`src/rtl/usb_ahb_master.sv`:
```
// usb_ahb_master: AHB-Lite initiator for the USB endpoint register port.
//
// Converts a valid/ready command stream into pipelined two-phase AHB-Lite
// transfers. It keeps at most one address phase (stage p0) and one data phase
// (stage p1) in flight, and returns one in-order response pulse per command.
//
// Ports:
//   clk, rst          clock, synchronous active-high reset
//   cmd_*             command channel (cmd_valid/cmd_ready handshake)
//   rsp_*             response pulse (rsp_valid), read data, error flag
//   hsel..hwdata      registered AHB-Lite master outputs
//   hrdata/hresp/hready  AHB-Lite slave returns
//
// Optional feature (compile-time macro AHBM_ALIGN_CHECK_EN):
//   When defined, commands with size 3 or a misaligned address are rejected
//   locally. They take no bus cycle and answer with rsp_error = 1, in order.
module usb_ahb_master #(
  parameter int ADDR_W = 4,
  parameter int DATA_W = 32
) (
  input  logic              clk,
  input  logic              rst,
  input  logic              cmd_valid,
  output logic              cmd_ready,
  input  logic              cmd_write,
  input  logic [ADDR_W-1:0] cmd_addr,
  input  logic [1:0]        cmd_size,
  input  logic [DATA_W-1:0] cmd_wdata,
  output logic              rsp_valid,
  output logic [DATA_W-1:0] rsp_rdata,
  output logic              rsp_error,
  output logic              hsel,
  output logic [ADDR_W-1:0] haddr,
  output logic [1:0]        htrans,
  output logic [1:0]        hsize,
  output logic              hwrite,
  output logic [DATA_W-1:0] hwdata,
  input  logic [DATA_W-1:0] hrdata,
  input  logic              hresp,
  input  logic              hready
);

  localparam logic [1:0] HTRANS_IDLE   = 2'b00;
  localparam logic [1:0] HTRANS_NONSEQ = 2'b10;

  // Address-phase slot (p0). bus_p0 is high only for entries that really
  // occupy the bus, so a locally rejected entry never shows NONSEQ.
  logic              vld_p0;
  logic              bus_p0;
  logic              rej_p0;
  logic [DATA_W-1:0] wdata_p0;

  // Data-phase slot (p1).
  logic vld_p1;
  logic write_p1;
  logic rej_p1;

  // A command was dropped from p0 by an ERROR and still owes a response.
  logic cancel_pend;

  logic d_bus;
  logic err;
  logic err_wait;
  logic a_move;
  logic accept;
  logic rej_cmd;

`ifdef AHBM_ALIGN_CHECK_EN
  function automatic logic bad_align(input logic [1:0] size,
                                     input logic [ADDR_W-1:0] addr);
    logic bad;
    bad = 1'b0;
    case (size)
      2'd1:    bad = addr[0];
      2'd2:    bad = (addr[1:0] != 2'b00);
      2'd3:    bad = 1'b1;
      default: bad = 1'b0;
    endcase
    return bad;
  endfunction

  assign rej_cmd = bad_align(cmd_size, cmd_addr);
`else
  assign rej_cmd = 1'b0;
`endif

  always_comb begin
    // hresp only counts while a real data phase is on the bus.
    d_bus     = vld_p1 && !rej_p1;
    err       = d_bus && hresp;
    err_wait  = err && !hready;
    a_move    = vld_p0 && hready && !err;
    // Held off during any ERROR cycle and until a cancelled command retires.
    cmd_ready = !rst && !cancel_pend && !err && (!vld_p0 || hready);
    accept    = cmd_valid && cmd_ready;
  end

  assign hsel   = bus_p0;
  assign htrans = bus_p0 ? HTRANS_NONSEQ : HTRANS_IDLE;

  // ---- stage p0: address phase ----
  always_ff @(posedge clk) begin
    if (rst) begin
      vld_p0 <= 1'b0;
      bus_p0 <= 1'b0;
      rej_p0 <= 1'b0;
      haddr  <= '0;
      hsize  <= '0;
      hwrite <= 1'b0;
    end else if (accept) begin
      vld_p0 <= 1'b1;
      bus_p0 <= !rej_cmd;
      rej_p0 <= rej_cmd;
      haddr  <= cmd_addr;
      hsize  <= cmd_size;
      hwrite <= cmd_write;
    end else if (a_move || err_wait) begin
      // First ERROR cycle forces IDLE and drops the pending address phase.
      vld_p0 <= 1'b0;
      bus_p0 <= 1'b0;
    end
  end

  always_ff @(posedge clk) begin
    if (accept) begin
      wdata_p0 <= cmd_wdata;
    end
  end

  always_ff @(posedge clk) begin
    if (rst) begin
      cancel_pend <= 1'b0;
    end else if (err_wait && vld_p0) begin
      cancel_pend <= 1'b1;
    end else if (cancel_pend && !vld_p1) begin
      cancel_pend <= 1'b0;
    end
  end

  // ---- stage p1: data phase ----
  always_ff @(posedge clk) begin
    if (rst) begin
      vld_p1   <= 1'b0;
      write_p1 <= 1'b0;
      rej_p1   <= 1'b0;
      hwdata   <= '0;
    end else if (hready) begin
      vld_p1 <= a_move;
      if (a_move) begin
        write_p1 <= hwrite;
        rej_p1   <= rej_p0;
        if (hwrite && !rej_p0) begin
          hwdata <= wdata_p0;
        end
      end
    end
  end

  // ---- stage p2: response ----
  always_ff @(posedge clk) begin
    if (rst) begin
      rsp_valid <= 1'b0;
      rsp_rdata <= '0;
      rsp_error <= 1'b0;
    end else begin
      rsp_valid <= 1'b0;
      if (vld_p1 && hready) begin
        rsp_valid <= 1'b1;
        rsp_error <= rej_p1 || err;
        rsp_rdata <= (!write_p1 && !rej_p1 && !err) ? hrdata : '0;
      end else if (cancel_pend && !vld_p1) begin
        rsp_valid <= 1'b1;
        rsp_error <= 1'b1;
        rsp_rdata <= '0;
      end
    end
  end

endmodule
```
`config.mk`:
```
export PLATFORM = sky130hd
export DESIGN_NAME = usb_ahb_master
export DESIGN_NICKNAME = d
export VERILOG_FILES = /design/src/rtl/usb_ahb_master.sv
export SDC_FILE = /design/constraint.sdc
export NUM_CORES = 1
export LEC_CHECK = 0
export BUFFER_PORTS_ARGS = -buffer_cell sky130_fd_sc_hd__clkbuf_2
export CAP_MARGIN = 20
export CORE_UTILIZATION = 44
export CTS_CLUSTER_SIZE = 14
export DETAILED_ROUTE_END_ITERATION = 12
export PLACE_DENSITY = 0.76
export SYNTH_ARGS = -nofsm -noshare
export SYNTH_HDL_FRONTEND = slang
export SYNTH_SLANG_ARGS = --single-unit
export TNS_END_PERCENT = 20
```
`constraint.sdc`:
```
create_clock -name clk -period 2 [get_ports clk]
set_input_delay 0.1 -clock clk [delete_from_list [all_inputs] [get_ports clk]]
set_output_delay 0.1 -clock clk [all_outputs]
set_load 0.02 [all_outputs]
```
==> flow_metrics.env <==
export IMPL_status="finished clean"
export IMPL_htreeDepth=3
export IMPL_synth_top_family_by_area="simple AND/OR/NAND/NOR gates"
export IMPL_min_from="hready"
export IMPL_n_antenna_cell=0
export IMPL_grt_max_degree=53
export IMPL_initialDrtViolationCount=67
export IMPL_final_hold_viol_count=0
export IMPL_worst_hold_path_endpoint="hsel"
export IMPL_dpl_cell_area_sq_um=4810
export IMPL_clk_pin_slew_worst_paths_ns=0.09
export IMPL_seq_power_share_pct=57.3
export IMPL_worstReg2RegStart="vld_p1"
export IMPL_die_area_sq_um=9510
export IMPL_synth_compound_gate_area_share_pct=7.73
export IMPL_synth_seq_cells=109
export IMPL_final_cell_area_sq_um=5730
export IMPL_ys_seq_area_share_pct=62.3
export IMPL_synth_simple_gate_area_share_pct=15.7
export IMPL_synth_area_leaders="dfxtp_1 38%, edfxtp_1 24%, nand2b_1 12%"
export IMPL_routed_via_density=4.69
export IMPL_seqCellArea_sq_um=2500
export IMPL_vias=2999
export IMPL_clk_latency_ns=0.36
export IMPL_ant_nets=0
export IMPL_final_cell_mix="151 x clkbuf_2, 79 x nand2b_1, 77 x dfxtp_1, 71 x dlygate4sd3_1, 39 x mux2i_1"
export IMPL_min_path_type="input pin to register"
export IMPL_drive_above_1_share_pct=33.9
export IMPL_dr_pass1_iters=4
export IMPL_start_util_pct=45.8
export IMPL_synth_fp_nets=385
export IMPL_synthAdderAreaFrac_pct=0
export IMPL_reg2reg_depth=3
export IMPL_hpwlAfterDp_mm=5.50
export IMPL_avgSynthCellArea_sq_um=13.0
export IMPL_gp_congestion=0.737
export IMPL_antenna_found_initial=0
export IMPL_tns_ns=0
export IMPL_fillCellCount=682
export IMPL_yosysTopAreaCellShare_pct=38.4
export IMPL_netlist_area_sq_um=4020
export IMPL_grt_pass1_vias=3139
export IMPL_comb_power_share_pct=10.0
export IMPL_portBuffers=151
export IMPL_cellLeakagePower_uw=0.00242
export IMPL_postCtsSetupBuffers=0
export IMPL_switchingPower_uw=956
export IMPL_crit_type="register to register"
export IMPL_cp_required_ns=2.01
export IMPL_gr_total_overflow=0
export IMPL_finClkSkew_ns=0.0112
export IMPL_fp_row_count=34
export IMPL_worstSetupStartpointType="register"
export IMPL_p_per_area_nw_per_um2=719
export IMPL_fmax_mhz=618
export IMPL_cap_violations=0
export IMPL_final_common_cell="clkbuf_2"
export IMPL_cts_sinks=109
export IMPL_finalSetupViolCount=0
export IMPL_vdd_ir_drop_max_mv=0.440
export IMPL_fin_crit_sh_pct=81.0
export IMPL_utilization_pct=65.3
export IMPL_r2r_end="wdata_p0[11]"
export IMPL_dieHeight_um=97.5
export IMPL_p_clk_share_pct=32.7
export IMPL_drv_slew=0
export IMPL_routedWlPerCell_um=14.0
export IMPL_power_internal_uw=3160
export IMPL_switching_share_pct=23.2
export IMPL_clockBufferDepth=2
export IMPL_synth_xor_area_share_pct=0
export IMPL_grt_pass1_wl_mm=14.6
export IMPL_cp_max_fo=32
export IMPL_grt_total_usage_pct=19.3
export IMPL_rsz0062_at_grt="false"
export IMPL_arrival_ns=1.63
export IMPL_cts_tree="done"
export IMPL_end_kind="register"
export IMPL_synthesis_instances=309
export IMPL_die_w_um=97.5
export IMPL_ys_warn_count=0
export IMPL_cts_resized=0
export IMPL_drc_errors=0
export IMPL_hold_depth=3
export IMPL_root_buffer="clkbuf_8"
export IMPL_numCtsBuffers=9
export IMPL_multi_input_area_sq_um=1360
export IMPL_nNetsFinal=602
export IMPL_io_pins=153
export IMPL_reg2reg_slack_ns=0.38
export IMPL_synthMuxAreaShare_pct=10.0
export IMPL_wirelength_mm=8.96
export IMPL_core_sq_um=8760
export IMPL_syn_to_final_growth_pct=42.6
export IMPL_ys_types=27
export IMPL_yosys_area_top_type="dfxtp_1"
export IMPL_period_minus_slack_ns=1.62
## layout make-up
class	instances	area share, %
sequential	109	43.7
timing repair buffer	228	26.6
multi-input combinational	178	23.8
tap	108	2.36
clock buffer	9	2.16
clock inverter	7	1.40
## per-stage QoR
| step | worst slack (ns) | std cells | hold WS, ns | total power [uW] |
|---|---|---|---|---|
| 2_1_floorplan | 0.173 | 309 | 0.199 | 2580 |
| 3_3_place_gp | 0.386 | 552 | 0.277 | 2700 |
| 3_5_place_dp | 0.373 | 552 | 0.279 | 2710 |
| 4_1_cts | 0.359 | 639 | 0.0672 | 4170 |
| 5_1_grt | 0.273 | 639 | 0.0882 | 4310 |
| 6_report | 0.381 | 639 | 0.0954 | 4120 |
## critical path, stage by stage (launching register included)
cell and delay [ns]:
dfxtp_1 0.36, and2_4 0.18, nor4_2 0.25, and2_4 0.48
## registers in the layout (all words and copies together), names as in the netlist
name and cells:
cancel_pend 1, haddr 4, hsel 1, hsize 2, hwdata 32, hwrite 1
rsp_error 1, rsp_rdata 32, rsp_valid 1, vld_p1 1, wdata_p0 32, write_p1 1
## cell usage after synthesis (all sizes together)
cell / instances
a22o: 32
and2: 2
nand2b: 79
nor3: 1
buf: 14
nand3: 2
nor4: 2
conb: 1
nand2: 3
nor2b: 3
nand4: 1
a21oi: 4
o21ai: 2
nor2: 3
edfxtp: 32
dfxtp: 77
mux2i: 39
mux2: 1
nor3b: 3
clkbuf: 8
## power groups by stage
stage | clock network (uW) | logic (uW) | registers (uW)
after floorplan | 0 | 145 | 2440
after global routing | 1500 | 448 | 2370
final | 1350 | 414 | 2360
after detailed placement | 0 | 301 | 2410
after CTS | 1400 | 412 | 2360
after global placement | 0 | 293 | 2410
## cells by family (layout without fill, tap and decap cells)
logic type             Yosys count  in the layout
AO/OA/AOI/OAI                   38             38
buffers and inverters           22            244
flip-flops                     109            109
multiplexers                    40             40
other                            1              1
AND/OR/NAND/NOR                 99             99
## worst max-delay path by stage
| stage | start | to | slack (ns) | cells after the start |
|---|---|---|---|---|
| global placement | vld_p1 | wdata_p0[17] | 0.39 | 3 |
| finish | vld_p1 | wdata_p0[11] | 0.38 | 3 |
| detailed placement | vld_p1 | wdata_p0[11] | 0.37 | 3 |
| global route | vld_p1 | wdata_p0[8] | 0.27 | 3 |
| floorplan | hsel | wdata_p0[0] | 0.17 | 3 |
| CTS | vld_p1 | wdata_p0[8] | 0.36 | 3 |
## per-layer routing
layer  GRT usage, %  wire length [um]  vias up
met5              0                 0        -
met4           8.60               279        0
met3           5.25               369       22
met2           33.6              4590       98
met1           22.1              3710     1378
li1               -                 -     1501
## repair_timing
item,CTS,global route
hold buffers,71,0
hold endpoints to repair,71,0
endpoints found under the setup margin,0,0
No activity file was read; power rests on OpenSTA's default activity.
